--- src/rtl/apb_pkg.sv ---
// Shared definitions for the parametrised APB master.
//   - apb_state_e   : master FSM states
//   - APB_DW/APB_AW : bus data/address widths
//   - DEF_*         : default region size and PREADY timeout
//   - DEFAULT_BASES : default region map (0x1000_0000 + i*0x1000) for up to
//                     MAX_SLAVES slaves; callers slice the low entries they need
package apb_pkg;

    localparam int APB_DW              = 32;
    localparam int APB_AW              = 32;
    localparam int MAX_SLAVES          = 16;
    localparam int DEF_REGION_BITS     = 12;
    localparam int DEF_TIMEOUT_CYCLES  = 16;

    typedef enum logic [1:0] {
        IDLE,
        SETUP,
        ACCESS,
        DERR
    } apb_state_e;

    function automatic logic [MAX_SLAVES-1:0][APB_AW-1:0] gen_default_bases();
        logic [MAX_SLAVES-1:0][APB_AW-1:0] bases;
        for (int i = 0; i < MAX_SLAVES; i++) begin
            bases[i] = 32'h1000_0000 + (32'(i) << 12);
        end
        return bases;
    endfunction

    localparam logic [MAX_SLAVES-1:0][APB_AW-1:0] DEFAULT_BASES = gen_default_bases();

endpackage

--- src/rtl/apb_addr_decoder.sv ---
// Combinational region decoder.
//   addr : byte address from the core
//   sel  : one-hot slave select (all zero on a miss)
//   hit  : at least one region matched
//   idx  : encoded index of the selected slave
// Only addr[APB_AW-1:REGION_BITS] takes part in the compare; when regions
// overlap the lowest slave index wins.
module apb_addr_decoder
    import apb_pkg::*;
#(
    parameter int NUM_SLAVES  = 5,
    parameter int REGION_BITS = DEF_REGION_BITS,
    parameter logic [NUM_SLAVES-1:0][APB_AW-1:0] BASE_ADDR = DEFAULT_BASES[NUM_SLAVES-1:0],
    parameter int IDX_W       = (NUM_SLAVES > 1) ? $clog2(NUM_SLAVES) : 1
) (
    input  logic [APB_AW-1:0]     addr,
    output logic [NUM_SLAVES-1:0] sel,
    output logic                  hit,
    output logic [IDX_W-1:0]      idx
);

    // Offset bits inside a region never influence the decode.
    logic unused_offset;
    assign unused_offset = ^addr[REGION_BITS-1:0];

    always_comb begin
        // NOTE: every output gets a default before the loop so no path leaves
        // a signal unassigned, which would otherwise infer a latch.
        sel = '0;
        hit = 1'b0;
        idx = '0;
        // Scan from the top down so a lower matching index overwrites a higher one.
        for (int i = NUM_SLAVES - 1; i >= 0; i--) begin
            if (addr[APB_AW-1:REGION_BITS] == BASE_ADDR[i][APB_AW-1:REGION_BITS]) begin
                hit    = 1'b1;
                idx    = IDX_W'(i);
                sel    = '0;
                sel[i] = 1'b1;
            end
        end
    end

endmodule

--- src/rtl/apb_master_mp.sv ---
// APB master bridging the core's data port to NUM_SLAVES peripherals.
//   Core side : transfer/write/addr/wdata/strb request (sampled in IDLE only),
//               ready/err/rdata one-cycle completion response
//   APB side  : PADDR/PWDATA/PWRITE/PSTRB/PSEL/PENABLE out,
//               PRDATA/PREADY/PSLVERR in, one lane per slave
// A decode miss completes one cycle after acceptance with err=1. A slave that
// holds PREADY low for TIMEOUT_CYCLES access cycles is abandoned with err=1.
module apb_master_mp
    import apb_pkg::*;
#(
    parameter int NUM_SLAVES     = 5,
    parameter int REGION_BITS    = DEF_REGION_BITS,
    parameter logic [NUM_SLAVES-1:0][APB_AW-1:0] BASE_ADDR = DEFAULT_BASES[NUM_SLAVES-1:0],
    parameter int TIMEOUT_CYCLES = DEF_TIMEOUT_CYCLES
) (
    input  logic                              PCLK,
    input  logic                              PRESET,
    input  logic                              transfer,
    input  logic                              write,
    input  logic [APB_AW-1:0]                 addr,
    input  logic [APB_DW-1:0]                 wdata,
    input  logic [3:0]                        strb,
    output logic                              ready,
    output logic                              err,
    output logic [APB_DW-1:0]                 rdata,
    output logic [APB_AW-1:0]                 PADDR,
    output logic [APB_DW-1:0]                 PWDATA,
    output logic                              PWRITE,
    output logic [3:0]                        PSTRB,
    output logic                              PENABLE,
    output logic [NUM_SLAVES-1:0]             PSEL,
    input  logic [NUM_SLAVES-1:0][APB_DW-1:0] PRDATA,
    input  logic [NUM_SLAVES-1:0]             PREADY,
    input  logic [NUM_SLAVES-1:0]             PSLVERR
);

    localparam int IDX_W = (NUM_SLAVES > 1) ? $clog2(NUM_SLAVES) : 1;
    localparam int CNT_W = $clog2(TIMEOUT_CYCLES);
    localparam logic [CNT_W-1:0] CNT_LAST = CNT_W'(TIMEOUT_CYCLES - 1);

    apb_state_e              state_q,  state_d;
    logic [APB_AW-1:0]       paddr_q,  paddr_d;
    logic [APB_DW-1:0]       pwdata_q, pwdata_d;
    logic                    pwrite_q, pwrite_d;
    logic [3:0]              pstrb_q,  pstrb_d;
    logic [NUM_SLAVES-1:0]   sel_oh_q, sel_oh_d;
    logic [IDX_W-1:0]        sel_idx_q, sel_idx_d;
    logic [CNT_W-1:0]        cnt_q,    cnt_d;

    logic [NUM_SLAVES-1:0]   dec_sel;
    logic                    dec_hit;
    logic [IDX_W-1:0]        dec_idx;

    apb_addr_decoder #(
        .NUM_SLAVES  (NUM_SLAVES),
        .REGION_BITS (REGION_BITS),
        .BASE_ADDR   (BASE_ADDR),
        .IDX_W       (IDX_W)
    ) u_decoder (
        .addr (addr),
        .sel  (dec_sel),
        .hit  (dec_hit),
        .idx  (dec_idx)
    );

    always_comb begin
        state_d   = state_q;
        paddr_d   = paddr_q;
        pwdata_d  = pwdata_q;
        pwrite_d  = pwrite_q;
        pstrb_d   = pstrb_q;
        sel_oh_d  = sel_oh_q;
        sel_idx_d = sel_idx_q;
        cnt_d     = cnt_q;
        ready     = 1'b0;
        err       = 1'b0;
        rdata     = '0;

        unique case (state_q)
            IDLE: begin
                if (transfer) begin
                    paddr_d   = addr;
                    pwdata_d  = wdata;
                    pwrite_d  = write;
                    pstrb_d   = write ? strb : 4'b0000;
                    sel_oh_d  = dec_sel;
                    sel_idx_d = dec_idx;
                    cnt_d     = '0;
                    state_d   = dec_hit ? SETUP : DERR;
                end
            end
            SETUP: begin
                state_d = ACCESS;
            end
            ACCESS: begin
                if (PREADY[sel_idx_q]) begin
                    ready   = 1'b1;
                    err     = PSLVERR[sel_idx_q];
                    rdata   = pwrite_q ? '0 : PRDATA[sel_idx_q];
                    state_d = IDLE;
                end else if (cnt_q == CNT_LAST) begin
                    // Slave never answered: abandon the access.
                    ready   = 1'b1;
                    err     = 1'b1;
                    state_d = IDLE;
                end else begin
                    cnt_d = cnt_q + 1'b1;
                end
            end
            DERR: begin
                ready   = 1'b1;
                err     = 1'b1;
                state_d = IDLE;
            end
            default: state_d = IDLE;
        endcase
    end

    always_ff @(posedge PCLK or negedge PRESET) begin
        if (!PRESET) begin
            state_q   <= IDLE;
            paddr_q   <= '0;
            pwdata_q  <= '0;
            pwrite_q  <= 1'b0;
            pstrb_q   <= '0;
            sel_oh_q  <= '0;
            sel_idx_q <= '0;
            cnt_q     <= '0;
        end else begin
            // NOTE: non-blocking assignments so every flop samples the values
            // from before this edge, independent of statement order.
            state_q   <= state_d;
            paddr_q   <= paddr_d;
            pwdata_q  <= pwdata_d;
            pwrite_q  <= pwrite_d;
            pstrb_q   <= pstrb_d;
            sel_oh_q  <= sel_oh_d;
            sel_idx_q <= sel_idx_d;
            cnt_q     <= cnt_d;
        end
    end

    // Select/enable come straight from the state flop so an async reset drops
    // them immediately; DERR never drives PSEL.
    assign PSEL    = (state_q == SETUP || state_q == ACCESS) ? sel_oh_q : '0;
    assign PENABLE = (state_q == ACCESS);
    assign PADDR   = paddr_q;
    assign PWDATA  = pwdata_q;
    assign PWRITE  = pwrite_q;
    assign PSTRB   = pstrb_q;

endmodule
--- config.mk ---
export PLATFORM = sky130hd
export DESIGN_NAME = apb_master_mp
export DESIGN_NICKNAME = d
export VERILOG_FILES = /design/src/rtl/apb_pkg.sv /design/src/rtl/apb_addr_decoder.sv /design/src/rtl/apb_master_mp.sv
export SDC_FILE = /design/constraint.sdc
export NUM_CORES = 1
export LEC_CHECK = 0
export BUFFER_PORTS_ARGS = -buffer_cell sky130_fd_sc_hd__buf_4
export CORE_ASPECT_RATIO = 0.7
export CORE_MARGIN = 10
export CORE_UTILIZATION = 37
export CTS_CLUSTER_SIZE = 25
export DETAILED_ROUTE_END_ITERATION = 8
export GPL_TIMING_DRIVEN = 0
export MAX_ROUTING_LAYER = met4
export PLACE_DENSITY_LB_ADDON = 0.08
export REMOVE_ABC_BUFFERS = 1
export SETUP_SLACK_MARGIN = 0.05
export SLEW_MARGIN = 20
export SYNTH_ARGS = -nofsm -noshare
export SYNTH_HDL_FRONTEND = slang
export SYNTH_HIERARCHICAL = 1
export SYNTH_SLANG_ARGS = --single-unit
--- constraint.sdc ---
create_clock -name PCLK -period 1.85 [get_ports PCLK]
set_input_delay 0.0925 -clock PCLK [delete_from_list [all_inputs] [get_ports PCLK]]
set_output_delay 0.0925 -clock PCLK [all_outputs]
set_load 0.01 [all_outputs]
# Word-level counts from Yosys, hierarchy flattened
# Index checks and enable logic that the tools add are counted.
# op_classes
add_sub_neg	1
n_reduce_logical	6
multipliers	0
muxes	40
order_cmp	1
div	0
shifts	0
n_bitwise	0
n_eq_ne	13
# op_table
operator	count
32-bit two-way mux	4
20-bit by 17-bit == test with 1-bit output, second input constant	5
32-bit binary-select mux with 3-bit select	1
5-bit two-way mux	6
4-bit two-way mux	4
3-bit two-way mux	5
1-bit two-way mux	10
2-bit two-way mux	4
2-bit one-hot mux with 4 select lines	1
4-bit one-hot mux with 2 select lines	1
1-bit binary-select mux with 3-bit select	2
2-bit inequality test, second input constant	3
4-bit by 1-bit adder with 4-bit output, second input constant	1
2-bit == test, second input constant	2
4-bit == test, second input constant	1
3-bit by 4-bit less-than comparator with 1-bit output, second input constant	1
1-bit one-hot mux with 2 select lines	2
2-bit AND reduction	2
4-bit AND reduction	1
3-bit by 1-bit inequality test with 1-bit output, second input constant	1
2-bit by 1-bit == test with 1-bit output, second input constant	1
2-bit zero test	1
2-bit nonzero test	1
1-bit logical OR	1
# totals
out_inout_bits	109
ramBits	0
inputBits	242
mem_bits_ro	0
word_cells	69
mem_count	0
regBits	83
latch_bits	0

# Logic depth before layout (Yosys ltp)
# Gate-level depths: netlist (run 1).
# depth
ltp_word	9
mapped_depth	7
depth_no_buf	7

# Cells and area by module
# Netlist (run 1), hierarchy kept.
# by_module_without_submodules
mod	instances	seq_area_each_um2	area_per_inst_um2	cells_each
apb_master_mp	1	2077.0	4620.7	355
apb_addr_decoder	1	0.0	128.9	21

# Worst setup path before layout (run 1)
# OpenSTA, ideal clock, no wires.
# synth_path
path_kind	register to register
start	reg sel_idx_q[0]
end	reg cnt_q[2]
path_slack_ps	49
path_buffers	1
period_less_slack_ps	1801
setup_time_ps	139
required_ps	1711
path_stages_with_launch	7
arrival_ps	1662
cell_sequence	dfrtp_1 -> buf_6 -> mux2_1 -> nand3_2 -> o2111ai_2 -> mux2i_1 -> or4_1
# synth_between
elab_chain_len	4
# synth_lines
element	line_no	text
start: declaration	apb_master_mp.sv:47	logic [IDX_W-1:0] sel_idx_q, sel_idx_d;
start signal: assignment	apb_master_mp.sv:138	sel_idx_q <= sel_idx_d;
1-bit binary-select mux with 3-bit select	apb_master_mp.sv:96	if (PREADY[sel_idx_q]) begin
1-bit two-way mux (implied by the code)	apb_master_mp.sv:96	
2-bit inequality test (no source line)	n/a	
4-bit AND reduction (no source line)	n/a	
end signal: assignment	apb_master_mp.sv:139	cnt_q <= cnt_d;
end: declaration	apb_master_mp.sv:48	logic [CNT_W-1:0] cnt_q, cnt_d;
# Every way passes these cells. The select of a mux whose other input is x is not followed.
# A chain may end at the register's enable or synchronous reset.

# Worst setup path in the final report (run 1)
# Same ends and word-level chain as after synthesis.

==> results of run 1 <==
==> metal layers <==
| metal | GRT usage (%) | part of all wire, % | up-vias |
|---|---|---|---|
| li1 | - | - | 2273 |
| met1 | 25.5 | 36 | 2481 |
| met4 | 6.90 | 2.3 | 0 |
| met2 | 42.1 | 53 | 177 |
| met5 | - | 0 | - |
| met3 | 9.37 | 8.4 | 35 |
==> logic make-up (layout without fill, tap and decap cells) <==
kind of cell | Yosys count | in the layout | share of synthesized area, %
mux | 113 | 113 | 34.5
simple gates | 89 | 91 | 9.06
buf+inv | 35 | 463 | 3.19
fa+ha+maj | 6 | 6 | 1.58
flops | 83 | 83 | 43.7
compound gates | 50 | 50 | 7.93
==> synth_stat cells, drive strengths merged, types with 2 or more instances <==
cell    count
o21ai       7
nand2      14
clkbuf     17
nor4        9
nor3        4
and2        5
mux4       33
a22oi      32
nand3       9
mux2       76
ha          6
mux2i       4
nor2       39
buf        10
or3         2
inv         8
dfrtp      83
nand2b      2
o211ai      2
==> sequential cells by signal, summed over array words and instances, names as in the netlist <==
name / cells
state_q: 2
PSTRB: 4
cnt_q: 4
PADDR: 32
PWDATA: 32
sel_oh_q: 5
sel_idx_q: 3
PWRITE: 1
==> metrics by stage <==
step / setup TNS, ns / power (mW)
detailed placement: -42.63 / 7.40
CTS: -9.54 / 9.49
floorplan: -148.43 / 5.02
global route: -13.75 / 10.1
global placement: -275.07 / 7.31
finish: -9.89 / 9.54
==> what timing repair did <==
action	in CTS	in global routing
setup endpoints to repair	113	72
hold buffers	60	1
endpoints found under the hold margin	136	1
pin swaps	6	4
gates resized for setup	29	26
gates cloned	3	2
buffers inserted	15	5
==> power by group <==
| part | internal, mW | leakage (nW) | switching, mW |
|---|---|---|---|
| clock network | 1.05 | 0.136 | 0.718 |
| logic | 2.66 | 3.12 | 2.01 |
| registers | 2.63 | 1.01 | 0.462 |
| total | 6.34 | 4.26 | 3.19 |
==> path summary, 6_finish.rpt <==
path                       slack [ns]          from  cells after the start      endpoint
setup / recovery                -0.33  sel_idx_q[0]                      7      cnt_q[2]
max in group asynchronous        0.91        PRESET                      2  sel_idx_q[0]
min in group asynchronous        0.36        PRESET                      2      PADDR[2]
hold / removal                   0.02      addr[23]                      2     PADDR[23]
hold reg to reg                  0.49      PSTRB[3]                      2      PSTRB[3]
setup reg to reg                -0.33  sel_idx_q[0]                      7      cnt_q[2]
==> worst max-delay path, delay by kind of cell, from the launching register on <==
| kind | cells | cell delay [ns] |
|---|---|---|
| AOI/OAI and AO/OA | 2 | 0.29 |
| buffers and inverters | 2 | 0.23 |
| DFF | 1 | 0.53 |
| muxes | 2 | 0.47 |
| and+or+nand+nor | 1 | 0.53 |
==> cell type report <==
class	count	share of cell area (%)
timing repair buffer	439	40.8
multi-input combinational	260	29.9
sequential	83	23.3
clock buffer	11	2.61
tap	162	2.27
clock inverter	5	0.701
inverter	8	0.421
==> metrics.md, run 1 <==
| Metric | Value |
|---|---|
| Flops & latches, synth | `a little over 80` |
| Initial antenna violation count | `0` |
| Routed vias/inst | `~5.1` |
| GRT overflow | `0` |
| RSZ-0062 raised after global routing | `yes` |
| Syn_area_per_cell | `roughly 13 um2` |
| DIE HEIGHT | `between 100 and 150 um` |
| H-tree depth | `3` |
| Maximum clock path buffer count | `2` |
| Vias in the first global route | `roughly 5.4k` |
| Post-Place Cells | `just under 900` |
| Layout cells sized above 1 | `65.9%` |
| DR vias | `4966` |
| CTS sink cnt | `83` |
| First-pass GRT wire length | `between 30000 and 40000 um` |
| Largest net degree at the start of global routing | `84` |
| Fin crit share | `118%` |
| Drt pass-1 iters | `4` |
| All-Layer GR Usage | `between 20% and 30%` |
| Final worst setup slack | `-0.327 ns` |
| WP data arrival | `about 2.4 ns` |
| Fin nets | `~1.0k` |
| Worst setup path class | `register to register` |
| WL final | `about 22000 um` |
| Final Hold Fails | `0` |
| Hold WC Path Type | `primary input to register` |
| Yosys warns | `6` |
| Pleak | `4.26 nW` |
| Area delta synth->final | `87.9%` |
| Top_reg_cell synth | `dfrtp_1` |
| Die area | `between 15000 and 20000 um2` |
| Fin crit period | `between 2 and 2.5 ns` |
| Clock skew | `about 0.0051 ns` |
| Synth top area share | `between 40% and 50%` |
| Multi-input logic area | `about 2700 um2` |
| Core Rows | `34` |
| Design area | `a little under 9000 um2` |
| Netlist Area Pre-Place | `about 4700 um2` |
| Number of fill cells | `between 800 and 900` |
| Share of flip-flops with an asynchronous set or reset | `between 90% and 100%` |
| Commonest non-fill, non-tap cells in the layout | `352 x buf_4, 81 x dfrtp_1, 74 x mux2_2` |
| Status | `complete, but fails checks` |
| Top cells by area, synth | `dfrtp_1 44%, mux2_2 18%, mux4_2 16%` |
| Critical Path Fanout Max | `5` |
| Failing checks | `setup timing` |
| Io pins | `~350` |
| Worst-path clk slew | `roughly 0.06 ns` |
| DRT iter0 DRCs | `232` |
| Non-Filler Instances | `a little under 1k` |
| Initial Utilization | `between 30% and 40%` |
| Leading area contributor after synthesis | `dfrtp_1` |
| Clock latency on the worst-skew pair | `0.34 ns` |
| Minimum hold slack | `0.0209 ns` |
| Worst path cell trace | `mux2_4 -> a21oi_4 -> buf_4 -> buf_4 -> o2111ai_2 -> mux2i_1 -> or4_1` |
| Number of port buffers | `350` |
| Root buffer cell | `clkbuf_16` |
| Cell Area, Placed | `~7600 um2` |
| Detailed Place HPWL | `about 17000 um` |
| Final Wtd Congestion | `~0.93` |
| ANT nets after route | `0` |
| Worst setup SP type | `register` |
| Slew @ Worst Pin | `about 0.75 ns` |
| Seq/Total Area, Yosys | `roughly 44%` |
| Register area | `~2100 um2` |
| Rel. slew slack | `about 50%` |
| Worst path max stage delay | `0.53 ns` |
| CP most frequent cell | `buf_4` |
| CP Data Required Time | `2.05 ns` |
| Clock buffer count from CTS | `9` |
| Synth cell types | `41` |
| CTS tree | `done` |
| Number of diodes | `0` |
| Pins Over Slew Limit | `0` |
| Drt wl/cell | `~23 um` |
| Pwr per Cell Area | `roughly 1100 nW/um2` |
| Slowest-stage cell, CP | `dfrtp_4` |
| Endpoints failing setup | `38` |
| Remaining DRCs | `0` |
| Number of flops mapped to enable cells by yosys | `0` |
| Syn Inst Count | `376` |
| Post-Place Setup Slack | `-1.05 ns` |
| Horiz. Die Dim | `between 150 and 200 um` |
| Max Cap Violations | `0` |
| Fmax | `roughly 0.46 GHz` |
| Worst Setup End Kind | `register` |
| Layout Utilization | `a little under three quarters` |
| Most common cell after layout, fill and taps aside | `buf_4` |
| Maximum VDD drop | `between 0.8 and 0.9 mV` |
| Core ar. | `12500 um2` |
(Power assumes the default switching activity.)
==> inputs of run 2 (changes only) <==
--- a/config.mk
+++ b/config.mk
@@ -12,7 +12,6 @@
 export CTS_CLUSTER_SIZE = 25
 export DETAILED_ROUTE_END_ITERATION = 8
 export GPL_TIMING_DRIVEN = 0
-export MAX_ROUTING_LAYER = met4
 export PLACE_DENSITY_LB_ADDON = 0.08
 export REMOVE_ABC_BUFFERS = 1
 export SETUP_SLACK_MARGIN = 0.05
==> run 2 against run 1 <==
  * The flow still finishes with violations (setup timing)
  * Sequential share of layout area shrank 0.37 points
  * Routed wire length decreased by 0.79%
  * Clock skew barely moved
  * Cell count down 0.62%
  * Register-to-register slack gained 0.08 ns
  * Maximum frequency shrank 0.85%
  * Worst hold slack got worse by 0.016 ns
  * Critical path type is now register to output pin
  * Critical endpoint is now rdata[10]
  * Largest cell class unchanged
==> metrics.md, run 2 (synthesized netlist as in run 1, its figures left out) <==
| Metric | Value |
|---|---|
| Number of port buffers | `350 (unchanged)` |
| Worst path max stage delay | `0.50 ns (was 0.53 ns)` |
| Layout cells sized above 1 | `69.4% (was 65.9%)` |
| WP data arrival | `2.10 ns (was 2.38 ns)` |
| Worst setup path class | `register to output pin (was register to register)` |
| WL final | `21900 um (was 22100 um)` |
| Pins Over Slew Limit | `0 (unchanged)` |
| Worst Setup End Kind | `output pin (was register)` |
| ANT nets after route | `0 (unchanged)` |
| Final worst setup slack | `-0.345 ns (was -0.327 ns)` |
| RSZ-0062 raised after global routing | `yes (unchanged)` |
| Clock buffer count from CTS | `9 (unchanged)` |
| CP Data Required Time | `1.76 ns (was 2.05 ns)` |
| Final Wtd Congestion | `0.899 (was 0.928)` |
| Worst path cell trace | `buf_6 -> buf_12 -> clkbuf_16 -> mux4_2 -> a22oi_1 -> nor2_2 -> buf_4 (was mux2_4 -> a21oi_4 -> buf_4 -> buf_4 -> o2111ai_2 -> mux2i_1 -> or4_1)` |
| Min-delay src | `addr[23] (unchanged)` |
| Max Cap Violations | `0 (unchanged)` |
| Maximum VDD drop | `0.785 mV (was 0.851 mV)` |
| GRT overflow | `0 (unchanged)` |
| Vias in the first global route | `5284 (was 5388)` |
| Horiz. Die Dim | `155 um (unchanged)` |
| Core Rows | `34 (unchanged)` |
| Rel. slew slack | `49.6% (was 50.3%)` |
| H-tree depth | `3 (unchanged)` |
| Slew @ Worst Pin | `0.756 ns (was 0.746 ns)` |
| All-Layer GR Usage | `23.1% (was 24.3%)` |
| Fin nets | `1043 (was 1049)` |
| CTS tree | `done (unchanged)` |
| Remaining DRCs | `0 (unchanged)` |
| Most common cell after layout, fill and taps aside | `buf_4 (unchanged)` |
| Pwr per Cell Area | `1060 nW/um2 (was 1070 nW/um2)` |
| Power Total | `9.63 mW (was 9.54 mW)` |
| DIE HEIGHT | `115 um (unchanged)` |
| Fin crit share | `119% (was 118%)` |
| Critical Path Fanout Max | `6 (was 5)` |
| Die area | `17800 um2 (unchanged)` |
| Io pins | `351 (unchanged)` |
| Final Hold Fails | `0 (unchanged)` |
| Layout Utilization | `72.6% (was 71.3%)` |
| Area delta synth->final | `91.1% (was 87.9%)` |
| Non-Filler Instances | `962 (was 968)` |
| Final TNS setup | `-10.28 ns (was -9.89 ns)` |
| Largest net degree at the start of global routing | `84 (unchanged)` |
| Hold WC Path Type | `primary input to register (unchanged)` |
| Bufs and invs on worst path | `4 (was 2)` |
| Detailed Place HPWL | `16600 um (was 16700 um)` |
| Endpoints failing setup | `38 (unchanged)` |
| Clock latency on the worst-skew pair | `0.33 ns (was 0.34 ns)` |
| Slowest-stage cell, CP | `mux4_2 (was dfrtp_4)` |
| First-pass GRT wire length | `32100 um (was 32500 um)` |
| Fin crit period | `2.20 ns (was 2.18 ns)` |
| Commonest non-fill, non-tap cells in the layout | `345 x buf_4, 81 x dfrtp_1, 74 x mux2_2 (was 352 x buf_4, 81 x dfrtp_1, 74 x mux2_2)` |
| Number of fill cells | `876 (was 896)` |
| Maximum clock path buffer count | `2 (unchanged)` |
| Delay-heaviest family, CP | `buffers and inverters (was flip-flops)` |
| Status | `complete, but fails checks (unchanged)` |
| Root buffer cell | `clkbuf_16 (unchanged)` |
| CTS sink cnt | `83 (unchanged)` |
| Drt wl/cell | `22.8 um (about the same)` |
| Clock skew | `0.00461 ns (was 0.00505 ns)` |
| Routed vias/inst | `5.12 (was 5.13)` |
| Worst setup SP type | `register (unchanged)` |
| Failing checks | `setup timing (unchanged)` |
| DRT iter0 DRCs | `192 (was 232)` |
| Minimum hold slack | `0.00494 ns (was 0.0209 ns)` |
| DR vias | `4927 (was 4966)` |
| Number of diodes | `0 (unchanged)` |
| Drt pass-1 iters | `4 (unchanged)` |
| Initial Utilization | `38.0% (unchanged)` |
| Fmax | `0.456 GHz (was 0.459 GHz)` |
| Worst Setup SP | `sel_idx_q[0] (unchanged)` |
| Post-Place Cells | `868 (was 867)` |
| Pleak | `4.30 nW (was 4.26 nW)` |
| Core ar. | `12500 um2 (unchanged)` |
| Worst-path clk slew | `0.06 ns (about the same)` |
| Initial antenna violation count | `0 (unchanged)` |
| Reg-to-reg startpoint | `sel_idx_q[0] (unchanged)` |
## run 2: cell types whose count changed in the layout (fill, tap and decap cells not counted), sizes merged
cell / change
clkinvlp: -1
dlygate4sd3: -12
clkbuf: +1
buf: +5
clkinv: +1
## run 2: timing repair
action	4_1_cts	5_1_grt
gates resized for setup	24	63
hold buffers	45	4
hold endpoints to repair	82	4
gates cloned	5	2
setup buffers	13	9
pin swaps	3	13
endpoints found under the setup margin	100	80
## run 2: final cells by class
cell class	count	area [um2]	share of cell area, %
repair buffers	433	3680	40.6
well taps	162	203	2.23
flip-flops and latches	83	2080	23.0
clock inverters	5	60.1	0.662
clock buffers	11	243	2.67
inverters	8	37.5	0.414
multi-input cells	260	2760	30.5
## run 2: where the power goes
part,internal (mW),switching [mW],total [mW]
combinational,2.74,2.01,4.75
clock,1.09,0.714,1.80
sequential,2.62,0.453,3.08
total,6.45,3.18,9.63
## run 2: final timing paths
check | end | slack [ns] | cells after the start
setup / recovery | rdata[10] | -0.35 | 7
hold / removal | PADDR[23] | 0.005 | 2
hold reg to reg | PSTRB[0] | 0.50 | 2
max in group asynchronous | sel_idx_q[0] | 0.89 | 2
setup reg to reg | cnt_q[2] | -0.25 | 8
min in group asynchronous | PADDR[4] | 0.37 | 2
## run 2: routing by layer
metal / vias to the layer above / part of all wire [%] / GRT usage, % / wire length (um)
met2: 188 / 51 / 40.4 / 11300
met4: 0 / 1.9 / 4.85 / 415
met3: 29 / 8.0 / 8.58 / 1760
met1: 2442 / 39 / 26.7 / 8460
li1: 2268 / - / - / -
met5: - / 0 / 0 / 0
## run 2: metrics by stage
stage               area [um2]  setup slack [ns]
detailed placement        7580            -0.929
finish                    9080            -0.345
CTS                       8660            -0.331
global placement          7460             -3.71
floorplan                 4630             -1.93
global route              9080            -0.420
